<file path="config.mk">
export PLATFORM = sky130hd
export DESIGN_NAME = tlb_miss_ctrl_flat
export DESIGN_NICKNAME = d
export VERILOG_FILES = /design/src/rtl/tlb_miss_ctrl_if.sv /design/src/rtl/tlb_miss_ctrl.sv /design/src/flat_wrapper.sv
export SDC_FILE = /design/constraint.sdc
export NUM_CORES = 1
export LEC_CHECK = 0
export ABC_AREA = 1
export BUFFER_PORTS_ARGS = -buffer_cell sky130_fd_sc_hd__buf_2
export CORE_AREA = 2 2 142 144
export CTS_BUF_LIST = sky130_fd_sc_hd__clkbuf_4 sky130_fd_sc_hd__clkbuf_8
export DETAILED_ROUTE_END_ITERATION = 8
export DIE_AREA = 0 0 144 146
export SYNTH_ARGS = -nofsm -noshare
export SYNTH_HDL_FRONTEND = slang
export SYNTH_SLANG_ARGS = --single-unit
</file>
<file path="constraint.sdc">
create_clock -name clk -period 2 [get_ports clk]
set_clock_uncertainty 0.15 [all_clocks]
set_input_delay 0.4 -clock clk [delete_from_list [all_inputs] [get_ports clk]]
set_output_delay 0.4 -clock clk [all_outputs]
set_load 0.01 [all_outputs]
</file>
<file path="src/rtl/tlb_miss_ctrl_if.sv">
// tlb_miss_ctrl_if
// Bundles every bus between the TLB miss controller and its neighbours:
//   request/response  : req_valid/req_ready/req_vaddr/req_write,
//                       resp_valid/resp_paddr/resp_hit/resp_fault
//   storage read      : rd_set_index -> rd_valid/rd_vpn/rd_ppn/rd_perms/rd_lru_count
//                       (flattened, way w occupies slice w)
//   storage refill    : wr_en, wr_set_index, wr_way, wr_valid, wr_vpn, wr_ppn,
//                       wr_perms, wr_lru_count
//   usage bump        : lru_update_en, lru_set_index, lru_way
//   page walker       : walk_req_valid/walk_req_ready/walk_req_vpn,
//                       walk_resp_valid/walk_resp_ppn/walk_resp_perms/walk_resp_fault
// Modport slave is the controller's view; master is the surrounding system.
interface tlb_miss_ctrl_if #(
    parameter int NUM_WAYS       = 4,
    parameter int SET_INDEX_BITS = 4,
    parameter int LRU_BITS       = 2
);
    logic                         req_valid;
    logic                         req_ready;
    logic [31:0]                  req_vaddr;
    logic                         req_write;
    logic                         resp_valid;
    logic [31:0]                  resp_paddr;
    logic                         resp_hit;
    logic                         resp_fault;
    logic [SET_INDEX_BITS-1:0]    rd_set_index;
    logic [NUM_WAYS-1:0]          rd_valid;
    logic [NUM_WAYS*20-1:0]       rd_vpn;
    logic [NUM_WAYS*20-1:0]       rd_ppn;
    logic [NUM_WAYS*2-1:0]        rd_perms;
    logic [NUM_WAYS*LRU_BITS-1:0] rd_lru_count;
    logic                         wr_en;
    logic [SET_INDEX_BITS-1:0]    wr_set_index;
    logic [1:0]                   wr_way;
    logic                         wr_valid;
    logic [19:0]                  wr_vpn;
    logic [19:0]                  wr_ppn;
    logic [1:0]                   wr_perms;
    logic [LRU_BITS-1:0]          wr_lru_count;
    logic                         lru_update_en;
    logic [SET_INDEX_BITS-1:0]    lru_set_index;
    logic [1:0]                   lru_way;
    logic                         walk_req_valid;
    logic                         walk_req_ready;
    logic [19:0]                  walk_req_vpn;
    logic                         walk_resp_valid;
    logic [19:0]                  walk_resp_ppn;
    logic [1:0]                   walk_resp_perms;
    logic                         walk_resp_fault;

    modport slave (
        input  req_valid, req_vaddr, req_write,
        output req_ready, resp_valid, resp_paddr, resp_hit, resp_fault,
        output rd_set_index,
        input  rd_valid, rd_vpn, rd_ppn, rd_perms, rd_lru_count,
        output wr_en, wr_set_index, wr_way, wr_valid, wr_vpn, wr_ppn, wr_perms, wr_lru_count,
        output lru_update_en, lru_set_index, lru_way,
        output walk_req_valid, walk_req_vpn,
        input  walk_req_ready,
        input  walk_resp_valid, walk_resp_ppn, walk_resp_perms, walk_resp_fault
    );

    modport master (
        output req_valid, req_vaddr, req_write,
        input  req_ready, resp_valid, resp_paddr, resp_hit, resp_fault,
        input  rd_set_index,
        output rd_valid, rd_vpn, rd_ppn, rd_perms, rd_lru_count,
        input  wr_en, wr_set_index, wr_way, wr_valid, wr_vpn, wr_ppn, wr_perms, wr_lru_count,
        input  lru_update_en, lru_set_index, lru_way,
        input  walk_req_valid, walk_req_vpn,
        output walk_req_ready,
        output walk_resp_valid, walk_resp_ppn, walk_resp_perms, walk_resp_fault
    );
endinterface

</file>
<file path="src/rtl/tlb_miss_ctrl.sv">
// tlb_miss_ctrl
// Translates one virtual address at a time against a set-associative TLB.
// A hit bumps the hit way's usage count; a miss picks a victim, asks the page
// walker for the translation, refills the victim way and answers. Every
// result is a one-cycle resp_valid pulse with registered, held data.
// Ports: clk, rst (synchronous, active-high), bus (tlb_miss_ctrl_if.slave).
module tlb_miss_ctrl #(
    parameter int NUM_WAYS       = 4,
    parameter int SET_INDEX_BITS = 4,
    parameter int LRU_BITS       = 2
) (
    input  logic            clk,
    input  logic            rst,
    tlb_miss_ctrl_if.slave  bus
);
    typedef enum logic [2:0] {IDLE, LOOKUP, WALK_REQ, WALK_WAIT, REFILL, RESP} state_t;

    state_t        state_q, state_d;
    logic [31:0]   vaddr_q;
    logic          write_q;
    logic [1:0]    victim_q;
    logic [19:0]   walk_ppn_q;
    logic [1:0]    walk_perms_q;
    logic [31:0]   resp_paddr_q;
    logic          resp_hit_q;
    logic          resp_fault_q;

    logic [19:0]   vpn;
    logic          hit;
    logic [1:0]    hit_way;
    logic [19:0]   hit_ppn;
    logic [1:0]    hit_perms;
    logic          have_inv;
    logic [1:0]    inv_way;
    logic [1:0]    lru_way;
    logic [LRU_BITS-1:0] min_cnt;
    logic [1:0]    victim;

    function automatic logic perm_fault(input logic [1:0] perms, input logic is_write);
        return is_write ? ~perms[1] : ~perms[0];
    endfunction

    assign vpn = vaddr_q[31:12];

    // Descending scan so the lowest matching way is the last one written.
    always_comb begin
        hit       = 1'b0;
        hit_way   = 2'd0;
        hit_ppn   = 20'd0;
        hit_perms = 2'd0;
        have_inv  = 1'b0;
        inv_way   = 2'd0;
        for (int w = NUM_WAYS - 1; w >= 0; w--) begin
            if (bus.rd_valid[w] && (bus.rd_vpn[w*20 +: 20] == vpn)) begin
                hit       = 1'b1;
                hit_way   = 2'(w);
                hit_ppn   = bus.rd_ppn[w*20 +: 20];
                hit_perms = bus.rd_perms[w*2 +: 2];
            end
            if (!bus.rd_valid[w]) begin
                have_inv = 1'b1;
                inv_way  = 2'(w);
            end
        end
    end

    // Strict less-than keeps the lowest index on a count tie.
    always_comb begin
        lru_way = 2'd0;
        min_cnt = bus.rd_lru_count[0 +: LRU_BITS];
        for (int w = 1; w < NUM_WAYS; w++) begin
            if (bus.rd_lru_count[w*LRU_BITS +: LRU_BITS] < min_cnt) begin
                lru_way = 2'(w);
                min_cnt = bus.rd_lru_count[w*LRU_BITS +: LRU_BITS];
            end
        end
        victim = have_inv ? inv_way : lru_way;
    end

    // Next state and control outputs. Storage writes are gated by rst so a
    // bump or refill coinciding with reset never reaches the storage.
    always_comb begin
        state_d            = state_q;
        bus.req_ready      = 1'b0;
        bus.lru_update_en  = 1'b0;
        bus.wr_en          = 1'b0;
        bus.walk_req_valid = 1'b0;
        bus.resp_valid     = 1'b0;
        unique case (state_q)
            IDLE: begin
                bus.req_ready = 1'b1;
                if (bus.req_valid) state_d = LOOKUP;
            end
            LOOKUP: begin
                bus.lru_update_en = hit && !rst;
                state_d = hit ? RESP : WALK_REQ;
            end
            WALK_REQ: begin
                bus.walk_req_valid = 1'b1;
                if (bus.walk_req_ready) state_d = WALK_WAIT;
            end
            WALK_WAIT: begin
                if (bus.walk_resp_valid) state_d = bus.walk_resp_fault ? RESP : REFILL;
            end
            REFILL: begin
                bus.wr_en = !rst;
                state_d   = RESP;
            end
            RESP: begin
                bus.resp_valid = 1'b1;
                state_d        = IDLE;
            end
            default: state_d = IDLE;
        endcase
    end

    assign bus.rd_set_index  = vaddr_q[12 +: SET_INDEX_BITS];
    assign bus.lru_set_index = vaddr_q[12 +: SET_INDEX_BITS];
    assign bus.lru_way       = hit_way;
    assign bus.wr_set_index  = vaddr_q[12 +: SET_INDEX_BITS];
    assign bus.wr_way        = victim_q;
    assign bus.wr_valid      = bus.wr_en;
    assign bus.wr_vpn        = vpn;
    assign bus.wr_ppn        = walk_ppn_q;
    assign bus.wr_perms      = walk_perms_q;
    assign bus.wr_lru_count  = '0;
    assign bus.walk_req_vpn  = vpn;
    assign bus.resp_paddr    = resp_paddr_q;
    assign bus.resp_hit      = resp_hit_q;
    assign bus.resp_fault    = resp_fault_q;

    // Response registers only change on the edge that enters RESP.
    always_ff @(posedge clk) begin
        if (rst) begin
            state_q      <= IDLE;
            vaddr_q      <= '0;
            write_q      <= 1'b0;
            victim_q     <= 2'd0;
            walk_ppn_q   <= '0;
            walk_perms_q <= 2'd0;
            resp_paddr_q <= '0;
            resp_hit_q   <= 1'b0;
            resp_fault_q <= 1'b0;
        end else begin
            state_q <= state_d;
            if (state_q == IDLE && bus.req_valid) begin
                vaddr_q <= bus.req_vaddr;
                write_q <= bus.req_write;
            end
            if (state_q == LOOKUP) begin
                victim_q <= victim;
                if (hit) begin
                    resp_paddr_q <= {hit_ppn, vaddr_q[11:0]};
                    resp_hit_q   <= 1'b1;
                    resp_fault_q <= perm_fault(hit_perms, write_q);
                end
            end
            if (state_q == WALK_WAIT && bus.walk_resp_valid) begin
                walk_ppn_q   <= bus.walk_resp_ppn;
                walk_perms_q <= bus.walk_resp_perms;
                if (bus.walk_resp_fault) begin
                    resp_paddr_q <= '0;
                    resp_hit_q   <= 1'b0;
                    resp_fault_q <= 1'b1;
                end
            end
            if (state_q == REFILL) begin
                resp_paddr_q <= {walk_ppn_q, vaddr_q[11:0]};
                resp_hit_q   <= 1'b0;
                resp_fault_q <= perm_fault(walk_perms_q, write_q);
            end
        end
    end
endmodule
</file>
<file path="src/flat_wrapper.sv">
// flat-port wrapper written by rule: the top's interface ports become plain ports
module tlb_miss_ctrl_flat 
#(
    parameter int NUM_WAYS       = 4,
    parameter int SET_INDEX_BITS = 4,
    parameter int LRU_BITS       = 2
)
  (clk, rst, bus_req_valid, bus_req_vaddr, bus_req_write, bus_req_ready, bus_resp_valid, bus_resp_paddr, bus_resp_hit, bus_resp_fault, bus_rd_set_index, bus_rd_valid, bus_rd_vpn, bus_rd_ppn, bus_rd_perms, bus_rd_lru_count, bus_wr_en, bus_wr_set_index, bus_wr_way, bus_wr_valid, bus_wr_vpn, bus_wr_ppn, bus_wr_perms, bus_wr_lru_count, bus_lru_update_en, bus_lru_set_index, bus_lru_way, bus_walk_req_valid, bus_walk_req_vpn, bus_walk_req_ready, bus_walk_resp_valid, bus_walk_resp_ppn, bus_walk_resp_perms, bus_walk_resp_fault);
  tlb_miss_ctrl_if #(.NUM_WAYS(NUM_WAYS), .SET_INDEX_BITS(SET_INDEX_BITS), .LRU_BITS(LRU_BITS)) bus_i ();
  input  logic clk;
  input  logic rst;
  input wire logic [$bits(bus_i.req_valid)-1:0] bus_req_valid;
  input wire logic [$bits(bus_i.req_vaddr)-1:0] bus_req_vaddr;
  input wire logic [$bits(bus_i.req_write)-1:0] bus_req_write;
  output wire logic [$bits(bus_i.req_ready)-1:0] bus_req_ready;
  output wire logic [$bits(bus_i.resp_valid)-1:0] bus_resp_valid;
  output wire logic [$bits(bus_i.resp_paddr)-1:0] bus_resp_paddr;
  output wire logic [$bits(bus_i.resp_hit)-1:0] bus_resp_hit;
  output wire logic [$bits(bus_i.resp_fault)-1:0] bus_resp_fault;
  output wire logic [$bits(bus_i.rd_set_index)-1:0] bus_rd_set_index;
  input wire logic [$bits(bus_i.rd_valid)-1:0] bus_rd_valid;
  input wire logic [$bits(bus_i.rd_vpn)-1:0] bus_rd_vpn;
  input wire logic [$bits(bus_i.rd_ppn)-1:0] bus_rd_ppn;
  input wire logic [$bits(bus_i.rd_perms)-1:0] bus_rd_perms;
  input wire logic [$bits(bus_i.rd_lru_count)-1:0] bus_rd_lru_count;
  output wire logic [$bits(bus_i.wr_en)-1:0] bus_wr_en;
  output wire logic [$bits(bus_i.wr_set_index)-1:0] bus_wr_set_index;
  output wire logic [$bits(bus_i.wr_way)-1:0] bus_wr_way;
  output wire logic [$bits(bus_i.wr_valid)-1:0] bus_wr_valid;
  output wire logic [$bits(bus_i.wr_vpn)-1:0] bus_wr_vpn;
  output wire logic [$bits(bus_i.wr_ppn)-1:0] bus_wr_ppn;
  output wire logic [$bits(bus_i.wr_perms)-1:0] bus_wr_perms;
  output wire logic [$bits(bus_i.wr_lru_count)-1:0] bus_wr_lru_count;
  output wire logic [$bits(bus_i.lru_update_en)-1:0] bus_lru_update_en;
  output wire logic [$bits(bus_i.lru_set_index)-1:0] bus_lru_set_index;
  output wire logic [$bits(bus_i.lru_way)-1:0] bus_lru_way;
  output wire logic [$bits(bus_i.walk_req_valid)-1:0] bus_walk_req_valid;
  output wire logic [$bits(bus_i.walk_req_vpn)-1:0] bus_walk_req_vpn;
  input wire logic [$bits(bus_i.walk_req_ready)-1:0] bus_walk_req_ready;
  input wire logic [$bits(bus_i.walk_resp_valid)-1:0] bus_walk_resp_valid;
  input wire logic [$bits(bus_i.walk_resp_ppn)-1:0] bus_walk_resp_ppn;
  input wire logic [$bits(bus_i.walk_resp_perms)-1:0] bus_walk_resp_perms;
  input wire logic [$bits(bus_i.walk_resp_fault)-1:0] bus_walk_resp_fault;
  assign bus_i.req_valid = bus_req_valid;
  assign bus_i.req_vaddr = bus_req_vaddr;
  assign bus_i.req_write = bus_req_write;
  assign bus_req_ready = bus_i.req_ready;
  assign bus_resp_valid = bus_i.resp_valid;
  assign bus_resp_paddr = bus_i.resp_paddr;
  assign bus_resp_hit = bus_i.resp_hit;
  assign bus_resp_fault = bus_i.resp_fault;
  assign bus_rd_set_index = bus_i.rd_set_index;
  assign bus_i.rd_valid = bus_rd_valid;
  assign bus_i.rd_vpn = bus_rd_vpn;
  assign bus_i.rd_ppn = bus_rd_ppn;
  assign bus_i.rd_perms = bus_rd_perms;
  assign bus_i.rd_lru_count = bus_rd_lru_count;
  assign bus_wr_en = bus_i.wr_en;
  assign bus_wr_set_index = bus_i.wr_set_index;
  assign bus_wr_way = bus_i.wr_way;
  assign bus_wr_valid = bus_i.wr_valid;
  assign bus_wr_vpn = bus_i.wr_vpn;
  assign bus_wr_ppn = bus_i.wr_ppn;
  assign bus_wr_perms = bus_i.wr_perms;
  assign bus_wr_lru_count = bus_i.wr_lru_count;
  assign bus_lru_update_en = bus_i.lru_update_en;
  assign bus_lru_set_index = bus_i.lru_set_index;
  assign bus_lru_way = bus_i.lru_way;
  assign bus_walk_req_valid = bus_i.walk_req_valid;
  assign bus_walk_req_vpn = bus_i.walk_req_vpn;
  assign bus_i.walk_req_ready = bus_walk_req_ready;
  assign bus_i.walk_resp_valid = bus_walk_resp_valid;
  assign bus_i.walk_resp_ppn = bus_walk_resp_ppn;
  assign bus_i.walk_resp_perms = bus_walk_resp_perms;
  assign bus_i.walk_resp_fault = bus_walk_resp_fault;
  tlb_miss_ctrl #(.NUM_WAYS(NUM_WAYS), .SET_INDEX_BITS(SET_INDEX_BITS), .LRU_BITS(LRU_BITS)) u_core (.clk(clk), .rst(rst), .bus(bus_i));
endmodule
</file>
==> load_flow_metrics.sql, run 1 <==
INSERT INTO impl_metrics (metric_group, metric, value, unit) VALUES
('final_layout', 'final_layout_fill_cell_count', '2122', ''),
('yosys', 'syn-cell-area', '0.00634', 'sq mm'),
('global_route', 'number_of_antenna_violations_at_the_first_check_in_global_routing', '7', ''),
('timing', 'final-max-slew-violation-count', '0', ''),
('critical_path', 'worstPathBufferInverterCount', '5', ''),
('global_route', 'grt_max_degree', '41', ''),
('timing', 'fin_crit', '2.62', 'ns'),
('critical_path', 'sort_of_element_at_the_end_of_the_critical_path', 'output pin', ''),
('yosys', 'average_footprint_of_a_synthesized_cell', '6.06', 'sq um'),
('pwr', 'share_clk_of_total_power', '21.7', '%'),
('critical_path', 'critical-path-top-cell-by-count', 'nand2_1', ''),
('routing', 'routed_wl', '27400', 'microns'),
('yosys', 'post_synth_inst_count', '1046', ''),
('final_layout', 'syn_to_layout_area_delta', '47.8', '%'),
('place', 'gpl.final_weighted_congestion', '0.969', ''),
('place', 'numPortBuffers', '358', ''),
('die', 'initial_core_util', '32.8', '%'),
('routing', 'drt-initial-drc-count', '461', ''),
('pwr', 'power.net_switching', '2.48', 'mW'),
('routing', 'wire_per_inst', '16.1', 'microns'),
('clock_network', 'clockBufferDepth', '2', ''),
('die', 'die_y', '146', 'microns'),
('global_route', 'grt_remaining_overflow', '0', ''),
('routing', 'route.detailed.vias_per_inst', '4.74', ''),
('critical_path', 'path_cells', 'inv_2 -> buf_4 -> nand2_1 -> nand2_1 -> nor2_1 -> nand2_1 -> nor2_2 -> buf_4 -> nand3_2 -> nand2_2 -> inv_4 -> nand2_4 -> nand2_4 -> nor2_4 -> buf_6', ''),
('critical_path', 'crit_type', 'reg2out', ''),
('min_path', 'hold_crit_class', 'in2reg', ''),
('critical_path', 'cp_slowest_cell', 'dfxtp_4', ''),
('run_status', 'failed_checks', 'negative setup slack', ''),
('clock_network', 'htreeDepth', '3', ''),
('global_route', 'global_route.usage.met2', '42.3', '%'),
('timing', 'timing.final.ws_setup', '-0.622', 'ns'),
('yosys', 'asyncSetResetFlopFracSynth', '0', '%'),
('routing', 'drtPass1Iterations', '5', ''),
('die', 'ioPinCount', '361', ''),
('routing', 'drc', '0', ''),
('pwr', 'power.switching_fraction', '39.4', '%'),
('global_route', 'grt_first_pass_wirelength', '40500', 'microns'),
('place', 'place.detailed.hpwl', '21900', 'microns'),
('timing', 'grt_setup_unrepaired', 'true', ''),
('routing', 'ant_nets', '0', ''),
('clock_network', 'clk_root_buffer_cell', 'clkbuf_8', ''),
('clock_network', 'holdBufCountCts', '0', ''),
('run_status', 'run_status', 'finished with violations', ''),
('critical_path', 'cp_max_fo', '5', ''),
('global_route', 'use_met3', '5.26', '%'),
('min_path', 'timing.hold.worst_path_depth', '3', ''),
('global_route', 'grtUsageMet1', '30.8', '%'),
('critical_path', 'crit_path_max_incr_delay', '0.38', 'ns'),
('final_layout', 'layout-drive-gt1-share', '41.6', '%'),
('pwr', 'power_density', '671', 'mW/mm^2'),
('clock_network', 'cts_sinks', '94', ''),
('timing', 'final-setup-viol-count', '40', ''),
('yosys', 'synthesis.yosys.warnings', '0', ''),
('critical_path', 'timing.critical_path.max_delay_family', 'simple AND/OR/NAND/NOR gates', ''),
('clock_network', 'cts_made_buffers', '9', ''),
('pwr', 'total_leakage_power', '4.87', 'nW'),
('yosys', 'netlist-cell-type-count', '34', ''),
('timing', 'period_share', '131', '%'),
('timing', 'timing.max_slew.rel_slack', '64.8', '%'),
('die', 'core-area', '0.0193', 'sq mm'),
('timing', 'holdWs', '0.112', 'ns'),
('yosys', 'synthDominantAreaCellType', 'dfxtp_1', ''),
('critical_path', 'cp.required', '1.45', 'ns'),
('timing', 'fmax', '381', 'MHz'),
('die', 'std_cell_rows', '51', ''),
('place', 'dpl_worst_slack', '-0.554', 'ns'),
('critical_path', 'critical_path_arrival', '2.07', 'ns'),
('pwr', 'cell_internal_pwr', '3.81', 'mW'),
('yosys', 'seq_total_area_yosys', '29.7', '%'),
('critical_path', 'r2r.worst_path.cells', '20', '');
cell families after synthesis:
kind of cell               share of synthesized area [%]
other                                             0.0591
adders and majority gates                          0.987
buffers and inverters                               16.1
and+or+nand+nor                                     35.2
AOI/OAI and AO/OA                                   15.9
xor gates and xnor gates                            2.07
DFF                                                 29.7
worst min-delay path, cell delays in order:
cell and delay (ns):
buf_2 0.10, nand3_1 0.07, a21oi_1 0.06
layout make-up:
type	count	area, sq um	share of cell area, %
diodes	5	12.5	0.133
clock buffers	10	138	1.47
clock inverters	6	62.6	0.667
inverters	100	397	4.23
multi-input cells	749	3600	38.4
flip-flops and latches	94	1920	20.5
well taps	265	332	3.54
repair buffers	477	2910	31.1
path summary, 6_finish.rpt:
check	from	to	slack (ns)
max	u_core.vaddr_q[15]$_SDFFE_PP0P_	bus_lru_update_en	-0.62
min	bus_walk_resp_ppn[9]	u_core.bus.wr_ppn[9]$_SDFFE_PP0P_	0.11
max reg2reg	u_core.vaddr_q[15]$_SDFFE_PP0P_	u_core.bus.resp_paddr[10]$_SDFF_PP0_	-0.53
min reg2reg	u_core.bus.wr_ppn[11]$_SDFFE_PP0P_	u_core.bus.resp_paddr[23]$_SDFF_PP0_	0.32
state kept, by name, summed over array words and instances (netlist names):
signal	count
u_core.bus.resp_paddr	32
u_core.vaddr_q	32
u_core.bus.wr_ppn	20
u_core.state_q	3
u_core.bus.wr_perms	2
u_core.bus.wr_way	2
u_core.bus.resp_fault	1
u_core.bus.resp_hit	1
u_core.write_q	1
metrics by stage:
stage / total power [mW] / std cells / area, sq um / TNS (ns)
CTS: 6.18 / 1696 / 9220 / -24.50
global route: 6.70 / 1705 / 9370 / -24.58
floorplan: 3.76 / 1047 / 6390 / -0.0803
finish: 6.29 / 1706 / 9370 / -18.21
detailed placement: 4.77 / 1659 / 8640 / -19.82
global placement: 4.75 / 1659 / 8640 / -18.15
power by group through the flow:
stage	sequential [mW]	combinational (mW)	clock [mW]
floorplan	2.32	1.45	0
global placement	2.32	2.43	0
detailed placement	2.32	2.44	0
CTS	2.29	2.49	1.40
global route	2.34	2.90	1.46
finish	2.31	2.62	1.37
layer usage:
layer  routed length [microns]  up-vias
li1                          -     4072
met1                     11300     3628
met5                        22        -
met3                      2120       56
met2                     13200      318
met4                       805        4
timing repair:
action	4_1_cts	5_1_grt
buffers inserted	17	7
endpoints found under the hold margin	0	0
gates cloned	4	0
resized for setup	40	50
pin swaps	15	23
setup endpoints to repair	42	44
cell usage in the layout (no fill, tap or decap), types with 10 or more instances in the layout:
master    Yosys  routed
o21ai_1       7      10
o211ai_1     20      20
inv_2        17      22
dfxtp_1      94      73
nand4_1      21      21
buf_6         2      11
buf_2         7     355
nor2_1      128     113
nand2_1     312     307
xnor2_1      12      12
o22ai_1      17      14
buf_4        57      98
inv_1        83      74
nand3_1      54      52
clkbuf_8      0      10
nor2_2       10      19
a21oi_1      65      63
dfxtp_2       0      17
o21ai_0      72      63
Note: power is estimated with default switching activity, not from simulation.
==> run 2: changes to the inputs <==
--- a/config.mk
+++ b/config.mk
@@ -11,6 +11,7 @@
 export CTS_BUF_LIST = sky130_fd_sc_hd__clkbuf_4 sky130_fd_sc_hd__clkbuf_8
 export DETAILED_ROUTE_END_ITERATION = 8
 export DIE_AREA = 0 0 144 146
+export SETUP_SLACK_MARGIN = 0.15
 export SYNTH_ARGS = -nofsm -noshare
 export SYNTH_HDL_FRONTEND = slang
 export SYNTH_SLANG_ARGS = --single-unit
==> load_flow_metrics.sql, run 2 (synthesis gave the netlist of run 1 again) <==
INSERT INTO impl_metrics (metric_group, metric, value, unit) VALUES
('critical_path', 'critical-path-top-cell-by-count', 'nor2_4', ''),
('routing', 'drc', '0', ''),
('timing', 'totalNegativeSetupSlack', '-16.06', 'ns'),
('routing', 'routed_wl', '28100', 'microns'),
('timing', 'hold_viol_final', '0', ''),
('place', 'gpl.final_weighted_congestion', '0.909', ''),
('critical_path', 'timing.critical_path.max_delay_family', 'simple AND/OR/NAND/NOR gates', ''),
('die', 'std_cell_rows', '51', ''),
('routing', 'drtPass1Iterations', '5', ''),
('die', 'fp.dieArea', '0.0210', 'sq mm'),
('timing', 'final-max-slew-violation-count', '0', ''),
('job', 'timing.max_cap.violations', '0', ''),
('critical_path', 'cp_slowest_cell', 'dfxtp_4', ''),
('run_status', 'failed_checks', 'negative setup slack', ''),
('clock_network', 'cts.reportedPaths.clkPinSlew', '0.10', 'ns'),
('critical_path', 'cp_max_fo', '4', ''),
('critical_path', 'path_cells', 'buf_4 -> nand2_1 -> nand2_1 -> nor2_4 -> nand2_2 -> nor2_4 -> nand2_2 -> o21ai_2 -> inv_2 -> nand2_4 -> nand2_4 -> nor2_4 -> buf_6', ''),
('clock_network', 'cts_made_buffers', '9', ''),
('critical_path', 'sort_of_element_at_the_end_of_the_critical_path', 'output pin', ''),
('final_layout', 'syn_to_layout_area_delta', '53.0', '%'),
('final_layout', 'layout_common_cells', '355 x buf_2, 297 x nand2_1, 98 x nor2_1', ''),
('global_route', 'grt_first_pass_wirelength', '41300', 'microns'),
('place', 'numPortBuffers', '358', ''),
('critical_path', 'worstPathBufferInverterCount', '3', ''),
('timing', 'fmax', '387', 'MHz'),
('timing', 'final-setup-viol-count', '39', ''),
('place', 'placement.cell_area', '0.00861', 'sq mm'),
('place', 'place.detailed.hpwl', '22000', 'microns'),
('global_route', 'number_of_antenna_violations_at_the_first_check_in_global_routing', '3', ''),
('routing', 'drt-initial-drc-count', '506', ''),
('clock_network', 'clk_root_buffer_cell', 'clkbuf_8', ''),
('timing', 'worst_slew_pin_slew', '0.498', 'ns'),
('pwr', 'power.ir.vdd_worst', '0.873', 'mV'),
('pwr', 'power_density', '650', 'mW/mm^2'),
('timing', 'fin_crit', '2.58', 'ns'),
('global_route', 'first_global_vias', '7444', ''),
('final_layout', 'finish.instance_area', '0.00970', 'sq mm'),
('timing', 'timing.final.ws_setup', '-0.582', 'ns'),
('critical_path', 'cp.required', '1.45', 'ns'),
('min_path', 'hold_crit_class', 'in2reg', ''),
('die', 'ioPinCount', '361', ''),
('routing', 'ant_nets', '0', ''),
('routing', 'vias', '8147', ''),
('clock_network', 'cts_sinks', '94', ''),
('pwr', 'total_leakage_power', '4.98', 'nW'),
('clock_network', 'cts_tree', 'done', ''),
('clock_network', 'htreeDepth', '3', ''),
('critical_path', 'critical_path_arrival', '2.03', 'ns'),
('die', 'die_y', '146', 'microns'),
('die', 'initial_core_util', '32.8', '%'),
('critical_path', 'crit_type', 'reg2out', ''),
('timing', 'grt_setup_unrepaired', 'true', ''),
('critical_path', 'crit_path_max_incr_delay', '0.37', 'ns'),
('routing', 'wire_per_inst', '16.4', 'microns'),
('routing', 'route.detailed.vias_per_inst', '4.76', ''),
('die', 'core-area', '0.0193', 'sq mm'),
('timing', 'timing.max_slew.rel_slack', '66.6', '%'),
('timing', 'period_share', '129', '%'),
('global_route', 'combined_global_route_utilization_of_all_metal_layers', '25.3', '%'),
('clock_network', 'clk-insertion-delay-late', '0.37', 'ns'),
('final_layout', 'num-nets-final', '1685', ''),
('final_layout', 'layout.cells.most_common', 'buf_2', ''),
('run_status', 'run_status', 'finished with violations', ''),
('critical_path', 'setup.worst_path.start_class', 'flop', ''),
('global_route', 'grt_remaining_overflow', '0', ''),
('global_route', 'grt_max_degree', '67', ''),
('final_layout', 'layout-drive-gt1-share', '44.3', '%'),
('die', 'die_w', '144', 'microns'),
('clock_network', 'clockBufferDepth', '2', '');
-- run 2: final cells by class --
class / count / area, sq um
Antenna cell: 4 / 10.0
Clock buffer: 10 / 131
Clock inverter: 6 / 55.1
Fill cell: 2089 / 9630
Inverter: 100 / 403
Multi-Input combinational cell: 749 / 3750
Sequential cell: 94 / 1930
Tap cell: 265 / 332
Timing Repair Buffer: 485 / 3100
-- run 2: through the flow --
step / worst slack, ns / power (mW) / instances / util (%) / hold WS (ns)
after floorplan: -0.0604 / 3.77 / 1047 / - / 0.291
after global placement: -0.551 / 4.71 / 1649 / 44.5 / 0.301
after detailed placement: -0.586 / 4.72 / 1649 / 44.5 / 0.306
after CTS: -0.623 / 6.15 / 1689 / 47.8 / 0.113
after global routing: -0.744 / 6.75 / 1711 / 50.2 / 0.105
final: -0.582 / 6.31 / 1713 / 50.2 / 0.133
-- run 2: final timing paths --
check | start | end | slack (ns) | depth (start not counted)
worst max-delay path | u_core.vaddr_q[12]$_SDFFE_PP0P_ | bus_lru_update_en | -0.58 | 13
worst min-delay path | bus_walk_resp_ppn[5] | u_core.bus.wr_ppn[5]$_SDFFE_PP0P_ | 0.13 | 3
worst max register to register | u_core.vaddr_q[23]$_SDFFE_PP0P_ | u_core.bus.resp_fault$_SDFF_PP0_ | -0.46 | 20
worst min register to register | u_core.bus.wr_ppn[2]$_SDFFE_PP0P_ | u_core.bus.resp_paddr[14]$_SDFF_PP0_ | 0.32 | 2
-- run 2: where the power goes --
part	internal, mW	switching (mW)	total, mW
clock network	0.491	0.778	1.27
registers	2.10	0.212	2.31
logic	1.24	1.49	2.73
total	3.83	2.48	6.31
-- run 2: metal layers --
metal  wire length [microns]  track usage [%]  part of all wire (%)  up-vias
met3                    1960             4.71                   7.0       53
met4                     932             9.61                   3.3        0
met5                       0                0                     0        -
met1                   11800             32.9                    42     3672
li1                        -                -                     -     4091
met2                   13400             41.5                    48      331
-- run 2: worst reg2reg max path, delay by kind of cell, from the launching register on --
kind,cells,cell delay [ns]
AND/OR/NAND/NOR,12,0.81
AO/OA/AOI/OAI,1,0.11
flip-flops,1,0.38
buffers and inverters,7,0.93
-- run 2: repair_timing --
item,4_1_cts,5_1_grt
hold buffers,0,0
pin swaps,28,39
cloned,3,4
setup buffers,21,16
endpoints found under the setup margin,42,47
gates resized for setup,75,67
